$ cat src/rtl/flex_counter_bank_if.sv
// Control and status bundle for flex_counter_bank.
// Every control bit is a level sampled on each rising clock edge; there is no valid/ready handshake.
interface flex_counter_bank_if #(
   parameter int NUM_CH       = 4,
   parameter int NUM_CNT_BITS = 8
);
   logic [NUM_CH-1:0]              clear;
   logic [NUM_CH-1:0]              count_enable;
   logic [NUM_CH-1:0]              count_down;
   logic [NUM_CH-1:0]              sat_mode;
   logic [NUM_CH-1:0]              save_count;
   logic [NUM_CH-1:0]              revert_count;
   logic [NUM_CH*NUM_CNT_BITS-1:0] rollover_val;
   logic [NUM_CH*NUM_CNT_BITS-1:0] count_out;
   logic [NUM_CH-1:0]              rollover_flag;
   logic [NUM_CH-1:0]              wrap_pulse;
   logic [NUM_CH-1:0]              save_full;
   logic [NUM_CH-1:0]              save_empty;
   logic [NUM_CH-1:0]              revert_err;

   modport master (
      output clear, count_enable, count_down, sat_mode, save_count, revert_count, rollover_val,
      input  count_out, rollover_flag, wrap_pulse, save_full, save_empty, revert_err
   );

   modport slave (
      input  clear, count_enable, count_down, sat_mode, save_count, revert_count, rollover_val,
      output count_out, rollover_flag, wrap_pulse, save_full, save_empty, revert_err
   );
endinterface

$ cat src/rtl/flex_counter_bank.sv
// Bank of independent up/down wrap/saturate counters, each with a small LIFO of
// saved counts for nested rollback. All outputs are registered.
module flex_counter_bank #(
   parameter int NUM_CH       = 4,
   parameter int NUM_CNT_BITS = 8,
   parameter int SAVE_DEPTH   = 2
) (
   input  logic                clk,
   input  logic                rst,
   flex_counter_bank_if.slave  bus
);
   localparam int DW = $clog2(SAVE_DEPTH + 1);

   typedef logic [NUM_CNT_BITS-1:0] cnt_t;

   cnt_t              cnt_q  [NUM_CH];
   cnt_t              cnt_d  [NUM_CH];
   cnt_t              lifo_q [NUM_CH][SAVE_DEPTH];
   cnt_t              lifo_d [NUM_CH][SAVE_DEPTH];
   logic [DW-1:0]     depth_q [NUM_CH];
   logic [DW-1:0]     depth_d [NUM_CH];
   logic [NUM_CH-1:0] flag_q, flag_d;
   logic [NUM_CH-1:0] wrap_q, wrap_d;
   logic [NUM_CH-1:0] full_q, full_d;
   logic [NUM_CH-1:0] empty_q, empty_d;
   logic [NUM_CH-1:0] err_q, err_d;

   always_comb begin
      for (int c = 0; c < NUM_CH; c++) begin
         cnt_t rval;
         logic do_rev;
         logic do_save;
         rval       = bus.rollover_val[c*NUM_CNT_BITS +: NUM_CNT_BITS];
         cnt_d[c]   = cnt_q[c];
         lifo_d[c]  = lifo_q[c];
         depth_d[c] = depth_q[c];
         wrap_d[c]  = 1'b0;
         err_d[c]   = err_q[c];
         // A revert cancelled by clear has no effect at all, so it does not suppress a save.
         do_rev  = bus.revert_count[c] & ~bus.clear[c];
         do_save = bus.save_count[c] & ~do_rev;

         if (do_save) begin
            if (depth_q[c] == DW'(SAVE_DEPTH)) begin
               err_d[c] = 1'b1;
            end else begin
               for (int e = 0; e < SAVE_DEPTH; e++) begin
                  if (depth_q[c] == DW'(e)) lifo_d[c][e] = cnt_q[c];
               end
               depth_d[c] = depth_q[c] + DW'(1);
            end
         end

         if (bus.clear[c]) begin
            cnt_d[c] = '0;
         end else if (do_rev) begin
            if (depth_q[c] == '0) begin
               err_d[c] = 1'b1;
            end else begin
               for (int e = 0; e < SAVE_DEPTH; e++) begin
                  if (depth_q[c] == DW'(e + 1)) cnt_d[c] = lifo_q[c][e];
               end
               depth_d[c] = depth_q[c] - DW'(1);
            end
         end else if (bus.count_enable[c] && (rval != '0)) begin
            if (!bus.count_down[c]) begin
               // A count above a lowered limit keeps climbing and wraps modulo 2^N.
               if (cnt_q[c] != rval) begin
                  cnt_d[c] = cnt_q[c] + cnt_t'(1);
               end else if (!bus.sat_mode[c]) begin
                  cnt_d[c]  = cnt_t'(1);
                  wrap_d[c] = 1'b1;
               end
            end else begin
               if (cnt_q[c] > cnt_t'(1)) begin
                  cnt_d[c] = cnt_q[c] - cnt_t'(1);
               end else if (!bus.sat_mode[c]) begin
                  cnt_d[c]  = rval;
                  wrap_d[c] = 1'b1;
               end
            end
         end

         flag_d[c]  = ~bus.clear[c] & (rval != '0) &
                      (bus.count_down[c] ? (cnt_d[c] == cnt_t'(1)) : (cnt_d[c] == rval));
         full_d[c]  = (depth_d[c] == DW'(SAVE_DEPTH));
         empty_d[c] = (depth_d[c] == '0);
      end
   end

   always_ff @(posedge clk) begin
      if (rst) begin
         for (int c = 0; c < NUM_CH; c++) begin
            cnt_q[c]   <= '0;
            depth_q[c] <= '0;
            for (int e = 0; e < SAVE_DEPTH; e++) lifo_q[c][e] <= '0;
         end
         flag_q  <= '0;
         wrap_q  <= '0;
         full_q  <= '0;
         empty_q <= '1;
         err_q   <= '0;
      end else begin
         for (int c = 0; c < NUM_CH; c++) begin
            cnt_q[c]   <= cnt_d[c];
            depth_q[c] <= depth_d[c];
            lifo_q[c]  <= lifo_d[c];
         end
         flag_q  <= flag_d;
         wrap_q  <= wrap_d;
         full_q  <= full_d;
         empty_q <= empty_d;
         err_q   <= err_d;
      end
   end

   for (genvar g = 0; g < NUM_CH; g++) begin : g_out
      assign bus.count_out[g*NUM_CNT_BITS +: NUM_CNT_BITS] = cnt_q[g];
   end
   assign bus.rollover_flag = flag_q;
   assign bus.wrap_pulse    = wrap_q;
   assign bus.save_full     = full_q;
   assign bus.save_empty    = empty_q;
   assign bus.revert_err    = err_q;
endmodule

$ cat src/flat_wrapper.sv
// flat-port wrapper written by rule: the top's interface ports become plain ports
module flex_counter_bank_flat 
#(
   parameter int NUM_CH       = 4,
   parameter int NUM_CNT_BITS = 8,
   parameter int SAVE_DEPTH   = 2
)
  (clk, rst, bus_clear, bus_count_enable, bus_count_down, bus_sat_mode, bus_save_count, bus_revert_count, bus_rollover_val, bus_count_out, bus_rollover_flag, bus_wrap_pulse, bus_save_full, bus_save_empty, bus_revert_err);
  flex_counter_bank_if #(.NUM_CH(NUM_CH), .NUM_CNT_BITS(NUM_CNT_BITS)) bus_i ();
  input  logic clk;
  input  logic rst;
  input wire logic [$bits(bus_i.clear)-1:0] bus_clear;
  input wire logic [$bits(bus_i.count_enable)-1:0] bus_count_enable;
  input wire logic [$bits(bus_i.count_down)-1:0] bus_count_down;
  input wire logic [$bits(bus_i.sat_mode)-1:0] bus_sat_mode;
  input wire logic [$bits(bus_i.save_count)-1:0] bus_save_count;
  input wire logic [$bits(bus_i.revert_count)-1:0] bus_revert_count;
  input wire logic [$bits(bus_i.rollover_val)-1:0] bus_rollover_val;
  output wire logic [$bits(bus_i.count_out)-1:0] bus_count_out;
  output wire logic [$bits(bus_i.rollover_flag)-1:0] bus_rollover_flag;
  output wire logic [$bits(bus_i.wrap_pulse)-1:0] bus_wrap_pulse;
  output wire logic [$bits(bus_i.save_full)-1:0] bus_save_full;
  output wire logic [$bits(bus_i.save_empty)-1:0] bus_save_empty;
  output wire logic [$bits(bus_i.revert_err)-1:0] bus_revert_err;
  assign bus_i.clear = bus_clear;
  assign bus_i.count_enable = bus_count_enable;
  assign bus_i.count_down = bus_count_down;
  assign bus_i.sat_mode = bus_sat_mode;
  assign bus_i.save_count = bus_save_count;
  assign bus_i.revert_count = bus_revert_count;
  assign bus_i.rollover_val = bus_rollover_val;
  assign bus_count_out = bus_i.count_out;
  assign bus_rollover_flag = bus_i.rollover_flag;
  assign bus_wrap_pulse = bus_i.wrap_pulse;
  assign bus_save_full = bus_i.save_full;
  assign bus_save_empty = bus_i.save_empty;
  assign bus_revert_err = bus_i.revert_err;
  flex_counter_bank #(.NUM_CH(NUM_CH), .NUM_CNT_BITS(NUM_CNT_BITS), .SAVE_DEPTH(SAVE_DEPTH)) u_core (.clk(clk), .rst(rst), .bus(bus_i));
endmodule
$ cat config.mk
export PLATFORM = sky130hd
export DESIGN_NAME = flex_counter_bank_flat
export DESIGN_NICKNAME = d
export VERILOG_FILES = /design/src/rtl/flex_counter_bank_if.sv /design/src/rtl/flex_counter_bank.sv /design/src/flat_wrapper.sv
export SDC_FILE = /design/constraint.sdc
export NUM_CORES = 1
export LEC_CHECK = 0
export BUFFER_PORTS_ARGS = -buffer_cell sky130_fd_sc_hd__buf_4
export CAP_MARGIN = 25
export CORE_MARGIN = 2
export CORE_UTILIZATION = 49
export DETAILED_ROUTE_END_ITERATION = 12
export GPL_TIMING_DRIVEN = 0
export HOLD_SLACK_MARGIN = 0.15
export PLACE_DENSITY = 0.78
export SLEW_MARGIN = 10
export SYNTH_ARGS = -nofsm -noshare
export SYNTH_HDL_FRONTEND = slang
export SYNTH_SLANG_ARGS = --single-unit
$ cat constraint.sdc
create_clock -name clk -period 3.6 [get_ports clk]
set_input_delay 0.36 -clock clk [delete_from_list [all_inputs] [get_ports clk]]
set_output_delay 0.36 -clock clk [all_outputs]
set_load 0.01 [all_outputs]
# Word level (Yosys, flattened, before mapping)
# Memories as Yosys holds them, arrays and structs flattened.
# Index checks and enable logic that the tools add are counted.
# Widths: inputs -> output; s select.
[totals] ram_bits=104 n_memories=3 input_bits=58 reg_bits=20 word_cells=250 out_inout_bits=52
[classes] n_mux=135 addsub=16 n_reduce_logical=20 bitwise_logic=40 n_eq_ne=24 order_cmp=4
[memory_table] memory="u_core.lifo_q" words=4 width=16 read_ports=4 rd_clocked_by_memory_dff=0 wr=4 line="flex_counter_bank.sv:18" text="cnt_t lifo_q [NUM_CH][SAVE_DEPTH];"
[memory_table] memory="u_core.cnt_q" words=4 width=8 read_ports=4 rd_clocked_by_memory_dff=0 wr=4 line="flex_counter_bank.sv:16" text="cnt_t cnt_q [NUM_CH];"
[memory_table] memory="u_core.depth_q" words=4 width=2 read_ports=4 rd_clocked_by_memory_dff=0 wr=4 line="flex_counter_bank.sv:20" text="logic [DW-1:0] depth_q [NUM_CH];"
[op_table] op="$mux 8" count=56
[op_table] op="$mux 16" count=12
[op_table] op="$mux 2" count=24
[op_table] op="$mux 1" count=43
[op_table] op="$add 8x1->8 const B" count=4
[op_table] op="$eq 8x1->1 const B" count=4
[op_table] op="$eq 8x8->1" count=4
[op_table] op="$gt 8x1->1 const B" count=4
[op_table] op="$ne 8x8->1" count=4
[op_table] op="$reduce_bool 8->1" count=4
[op_table] op="$sub 8x1->8 const B" count=4
[op_table] op="$and 1x1->1" count=16
[op_table] op="$eq 2x2->1 const B" count=8
[op_table] op="$logic_not 2->1" count=8
[op_table] op="$reduce_or 4->1" count=4
[op_table] op="$not 1->1" count=12
[op_table] op="$or 1x1->1" count=12
[op_table] op="$add 2x1->2 const B" count=4
[op_table] op="$eq 2x1->1 const B" count=4
[op_table] op="$sub 2x1->2 const B" count=4
[op_table] op="$logic_and 1x1->1" count=4

# Logic depth before layout (Yosys ltp)
[depth] depth_word=9 ltp_mapped=13 depth_no_buf=11

# Worst setup path after synthesis
# No wires, ideal clock.
[synth_path] path_kind="register -> register" from="memory u_core.cnt_q[1][0] (netlist bit)" to="register u_core.flag_q[1] (netlist: u_core.bus.rollover_flag[1])" slack_ns=0.386 path_stages_with_launch=13 path_buffers=1 arrival_ns=3.123 t_required_ns=3.508 setup_ns=0.092 path_cell_list="dfxtp_1 -> clkbuf_1 -> inv_1 -> ha_1 -> or2_2 -> nand3_1 -> mux2_2 -> o221a_2 -> o31ai_2 -> xor2_1 -> and3_1 -> mux2i_1 -> nor4_1"
[synth_rtl] item="start: declaration" line="flex_counter_bank.sv:16"
[synth_rtl] item="end signal: assignment" line="flex_counter_bank.sv:109" text="flag_q <= flag_d;"
[synth_rtl] item="end: declaration" line="flex_counter_bank.sv:22" text="logic [NUM_CH-1:0] flag_q, flag_d;"

==> qor.json <==
{
  "outcome": {"value": "complete, no violations"},
  "sequentialPowerShare": {"value": 34.4, "unit": "%"},
  "cts_buffer_depth": {"value": 2},
  "netSwitchingPower": {"value": 1490, "unit": "uW"},
  "wl_per_cell": {"value": 19.9, "unit": "um"},
  "synth_flop_cell": {"value": "sky130_fd_sc_hd__dfxtp_1"},
  "drt_wl_total": {"value": 33100, "unit": "um"},
  "cts.repair_timing.setup_buffer_count": {"value": 0},
  "floorplan.die.width": {"value": 146, "unit": "um"},
  "fillCellCount": {"value": 1773},
  "grt_max_degree": {"value": 17},
  "cp_top_family": {"value": "simple AND/OR/NAND/NOR gates"},
  "gpl.final_weighted_congestion": {"value": 0.960},
  "tritoncts": {"value": "done"},
  "clk_transition_reported_paths": {"value": 0.06, "unit": "ns"},
  "worst_ep_arrival_time": {"value": 3.91, "unit": "ns"},
  "final_hold_viols": {"value": 0},
  "finalSetupTns": {"value": 0, "unit": "ns"},
  "syn_avg_cell_area": {"value": 7.78, "unit": "um^2"},
  "numCtsBuffers": {"value": 17},
  "total_standard_cell_area_after_synthesis": {"value": 9830, "unit": "um^2"},
  "critPathBufInv": {"value": 1},
  "grt_remaining_overflow": {"value": 0},
  "area_delta_synth_final": {"value": 17.8, "unit": "%"},
  "clock_sink_count": {"value": 124},
  "synth_seq_cells": {"value": 124},
  "synth-edff-count": {"value": 40},
  "final-setup-viol-count": {"value": 0},
  "floorplan.rows": {"value": 51},
  "dr_wl_met3": {"value": 3300, "unit": "um"},
  "max_freq": {"value": 279, "unit": "MHz"},
  "path_max_fanout": {"value": 10},
  "worst_clock_skew": {"value": 0.00783, "unit": "ns"},
  "cap_viol_max_count": {"value": 0},
  "drt-initial-drc-count": {"value": 1261},
  "asyncSetResetFlopFracSynth": {"value": 0, "unit": "%"},
  "worst_hold_path.num_cells": {"value": 3},
  "netlist-cell-type-count": {"value": 86},
  "timing_worst_setup_path_type": {"value": "register to register"},
  "htreeDepth": {"value": 4},
  "route.met2.wl": {"value": 15000, "unit": "um"},
  "initial_utilization": {"value": 50.2, "unit": "%"},
  "timing.critical_path.to_type": {"value": "register"},
  "clock_tree.root_cell": {"value": "sky130_fd_sc_hd__clkbuf_16"},
  "clock_latency": {"value": 0.43, "unit": "ns"},
  "p_comb_share": {"value": 26.5, "unit": "%"},
  "grt_pass1_vias": {"value": 9858},
  "critical-path-max-stage-delay": {"value": 0.64, "unit": "ns"},
  "holdWs": {"value": 0.234, "unit": "ns"},
  "layout-drive-gt1-share": {"value": 13.1, "unit": "%"},
  "remaining_drc_errors": {"value": 0},
  "total_power": {"value": 4620, "unit": "uW"},
  "grt_first_pass_wirelength": {"value": 51900, "unit": "um"},
  "seq_area_frac_synth": {"value": 29.3, "unit": "%"},
  "vias": {"value": 10900},
  "design.core.area": {"value": 19600, "unit": "um^2"},
  "syn-num-nets": {"value": 1354},
  "hold_end": {"value": "u_core.bus.revert_err[1]$_SDFF_PP0_"},
  "synthesis.yosys.warnings": {"value": 0},
  "detail_route.first_pass.iterations": {"value": 5},
  "synthCells": {"value": 1264},
  "die_footprint": {"value": 21200, "unit": "um^2"},
  "port_buffer_count": {"value": 97},
  "nets": {"value": 1470},
  "routed_via_density": {"value": 6.55},
  "dp_hpwl": {"value": 23800, "unit": "um"},
  "p_sw_share": {"value": 32.1, "unit": "%"},
  "clock_power_share": {"value": 39.1, "unit": "%"},
  "finalCriticalPeriod": {"value": 3.59, "unit": "ns"},
  "routedLengthMet1": {"value": 13600, "unit": "um"},
  "timing.critical_path.from_type": {"value": "register"},
  "gr-usage-all-layers": {"value": 30.0, "unit": "%"},
  "diodes_inserted": {"value": 0},
  "leakage": {"value": 0.00438, "unit": "uW"},
  "final.period_utilization": {"value": 99.6, "unit": "%"},
  "highest_layer": {"value": "met4"},
  "r2r_setup_slack": {"value": 0.01, "unit": "ns"},
  "worstMarginPinSlew": {"value": 0.903, "unit": "ns"},
  "critical-path-slowest-cell": {"value": "sky130_fd_sc_hd__or4b_2"},
  "crit_path_cell_trace": {"value": "clkbuf_1 -> xnor2_1 -> nand4_1 -> o2111ai_1 -> nor4b_1 -> a32oi_2 -> or4b_2 -> a21boi_0 -> o22ai_1 -> a2111oi_2"},
  "hp-class": {"value": "input port to register"},
  "cell_int_power": {"value": 3140, "unit": "uW"},
  "final_area": {"value": 11600, "unit": "um^2"},
  "cell_area_after_placement": {"value": 10900, "unit": "um^2"},
  "cellPowerDensity": {"value": 399, "unit": "nW/um^2"},
  "ios": {"value": 110},
  "r2r-start": {"value": "u_core.cnt_q[3][5]$_SDFF_PP0_"},
  "worst_r2r_path_depth": {"value": 10},
  "ant_nets": {"value": 0},
  "peakVddDrop": {"value": 0.377, "unit": "mV"},
  "die_h": {"value": 146, "unit": "um"},
  "worst_slew_margin_rel": {"value": 39.8, "unit": "%"},
  "critical_path_required": {"value": 3.92, "unit": "ns"},
  "reg2reg_to": {"value": "u_core.bus.rollover_flag[3]$_SDFF_PP0_"},
  "timing.hold.worst.start": {"value": "bus_save_count[1]"},
  "number_of_antenna_violations_at_the_first_check_in_global_routing": {"value": 0},
  "final-max-slew-violation-count": {"value": 0},
  "hold_buffers": {"value": 0}
}
synthesized netlist by cell type (6+ instances only):
| master | count | share of area (%) |
|---|---|---|
| sky130_fd_sc_hd__or4_1 | 13 | 0.99 |
| sky130_fd_sc_hd__o2111ai_1 | 6 | 0.53 |
| sky130_fd_sc_hd__inv_1 | 47 | 1.8 |
| sky130_fd_sc_hd__nand2b_1 | 12 | 0.76 |
| sky130_fd_sc_hd__a21o_1 | 18 | 1.4 |
| sky130_fd_sc_hd__o31ai_1 | 16 | 1.2 |
| sky130_fd_sc_hd__o22ai_1 | 11 | 0.70 |
| sky130_fd_sc_hd__buf_2 | 6 | 0.31 |
| sky130_fd_sc_hd__a31oi_1 | 11 | 0.70 |
| sky130_fd_sc_hd__and4_1 | 7 | 0.62 |
| sky130_fd_sc_hd__o221ai_1 | 8 | 0.71 |
| sky130_fd_sc_hd__a22oi_1 | 10 | 0.76 |
| sky130_fd_sc_hd__nand2_1 | 91 | 3.5 |
| sky130_fd_sc_hd__a2111oi_0 | 6 | 0.53 |
| sky130_fd_sc_hd__nand3_1 | 34 | 1.7 |
| sky130_fd_sc_hd__a21oi_1 | 88 | 4.5 |
| sky130_fd_sc_hd__xnor2_1 | 32 | 2.9 |
| sky130_fd_sc_hd__dfxtp_1 | 84 | 17 |
| sky130_fd_sc_hd__mux2_2 | 8 | 0.92 |
| sky130_fd_sc_hd__nor4_1 | 20 | 1.3 |
| sky130_fd_sc_hd__clkbuf_1 | 89 | 3.4 |
| sky130_fd_sc_hd__ha_1 | 32 | 4.1 |
| sky130_fd_sc_hd__o311ai_0 | 6 | 0.53 |
| sky130_fd_sc_hd__xor2_1 | 13 | 1.2 |
| sky130_fd_sc_hd__nor3b_1 | 7 | 0.53 |
| sky130_fd_sc_hd__mux2i_1 | 29 | 3.0 |
| sky130_fd_sc_hd__a211oi_1 | 24 | 1.8 |
| sky130_fd_sc_hd__o21a_1 | 9 | 0.69 |
| sky130_fd_sc_hd__nand3b_1 | 24 | 1.8 |
| sky130_fd_sc_hd__a221oi_1 | 7 | 0.62 |
| sky130_fd_sc_hd__o21ai_0 | 92 | 4.7 |
| sky130_fd_sc_hd__nand4_1 | 16 | 1.0 |
| sky130_fd_sc_hd__nor2_1 | 124 | 4.7 |
| sky130_fd_sc_hd__o211ai_1 | 11 | 0.84 |
| sky130_fd_sc_hd__or3_1 | 10 | 0.64 |
| sky130_fd_sc_hd__and2_1 | 8 | 0.51 |
| sky130_fd_sc_hd__nor2b_1 | 35 | 2.2 |
| sky130_fd_sc_hd__o21bai_1 | 7 | 0.53 |
| sky130_fd_sc_hd__and3_1 | 10 | 0.64 |
| sky130_fd_sc_hd__edfxtp_1 | 40 | 12 |
| sky130_fd_sc_hd__nor3_1 | 38 | 1.9 |
stage by stage:
| step | setup WS (ns) | std cells | util (%) |
|---|---|---|---|
| final | 0.0137 | 1658 | 59.1 |
| after global routing | -0.0643 | 1658 | 59.1 |
| after CTS | 0.0442 | 1658 | 58.8 |
| after detailed placement | -0.232 | 1626 | 55.6 |
| after global placement | -0.240 | 1626 | 55.6 |
| after floorplan | 0.386 | 1264 | - |
layer usage:
layer,global-route usage (%),vias to the layer above
met5,0,-
met4,12.4,0
met3,6.30,105
met2,46.9,672
met1,40.3,5115
li1,-,4969
how the worst max path moves through the flow:
stage,from,end,slack (ns),cells after the start
detailed placement,u_core.cnt_q[1][1]$_SDFF_PP0_,u_core.bus.rollover_flag[1]$_SDFF_PP0_,-0.23,12
global route,u_core.cnt_q[3][5]$_SDFF_PP0_,u_core.bus.rollover_flag[3]$_SDFF_PP0_,-0.06,10
global placement,u_core.cnt_q[1][0]$_SDFF_PP0_,u_core.bus.rollover_flag[1]$_SDFF_PP0_,-0.24,12
CTS,u_core.cnt_q[3][0]$_SDFF_PP0_,u_core.bus.rollover_flag[3]$_SDFF_PP0_,0.04,12
finish,u_core.cnt_q[3][5]$_SDFF_PP0_,u_core.bus.rollover_flag[3]$_SDFF_PP0_,0.01,10
floorplan,u_core.cnt_q[1][0]$_SDFF_PP0_,u_core.bus.rollover_flag[1]$_SDFF_PP0_,0.39,12
flip-flops by register name, indices dropped and copies added (netlist names):
| name | cells |
|---|---|
| u_core.bus.wrap_pulse | 4 |
| u_core.cnt_q | 32 |
| u_core.depth_q | 8 |
| u_core.bus.revert_err | 4 |
| u_core.bus.save_empty | 4 |
| u_core.bus.rollover_flag | 4 |
| u_core.lifo_q | 64 |
| u_core.bus.save_full | 4 |
worst min-delay path, stage by stage:
cell and delay, ns:
sky130_fd_sc_hd__buf_4 0.13, sky130_fd_sc_hd__nand3_1 0.07, sky130_fd_sc_hd__a21oi_1 0.05
what timing repair did:
action / 4_1_cts / 5_1_grt
pin swaps: 0 / 1
setup endpoints to repair: 2 / 4
gates resized for setup: 5 / 20
layout by cell type, fill, tap and decap left out, types with 32 or more instances in the layout:
| cell | count |
|---|---|
| sky130_fd_sc_hd__ha_1 | 32 |
| sky130_fd_sc_hd__nor2b_1 | 35 |
| sky130_fd_sc_hd__nor2_1 | 123 |
| sky130_fd_sc_hd__inv_1 | 46 |
| sky130_fd_sc_hd__a21oi_1 | 88 |
| sky130_fd_sc_hd__clkbuf_1 | 85 |
| sky130_fd_sc_hd__dfxtp_1 | 83 |
| sky130_fd_sc_hd__o21ai_0 | 92 |
| sky130_fd_sc_hd__nand2_1 | 91 |
| sky130_fd_sc_hd__xnor2_1 | 32 |
| sky130_fd_sc_hd__buf_4 | 97 |
| sky130_fd_sc_hd__nand3_1 | 33 |
| sky130_fd_sc_hd__nor3_1 | 37 |
| sky130_fd_sc_hd__edfxtp_1 | 40 |
cell families (layout without fill, tap and decap cells):
logic type / Yosys count / after routing / synth area share (%)
buf+inv: 148 / 277 / 5.73
flops: 124 / 124 / 29.3
compound gates: 404 / 404 / 27.7
xor+xnor: 45 / 45 / 4.01
mux: 37 / 37 / 3.87
fa+ha+maj: 32 / 32 / 4.07
simple gates: 474 / 474 / 25.3
power groups by stage:
| stage | registers, uW | logic (uW) | clock network, uW |
|---|---|---|---|
| after floorplan | 1610 | 788 | 0 |
| after global placement | 1610 | 1160 | 0 |
| after detailed placement | 1610 | 1170 | 0 |
| after CTS | 1590 | 1180 | 1810 |
| after global routing | 1600 | 1330 | 1870 |
| final | 1590 | 1230 | 1810 |
final cells by class:
class / instances / area (um^2) / area share (%)
Tap cell: 265 / 332 / 2.86
Clock inverter: 11 / 139 / 1.20
Buffer: 98 / 383 / 3.31
Multi-Input combinational cell: 992 / 6460 / 55.8
Timing Repair Buffer: 97 / 728 / 6.29
Inverter: 50 / 188 / 1.62
Clock buffer: 21 / 472 / 4.07
Sequential cell: 124 / 2880 / 24.9
Power figures use the tool's default switching activity.
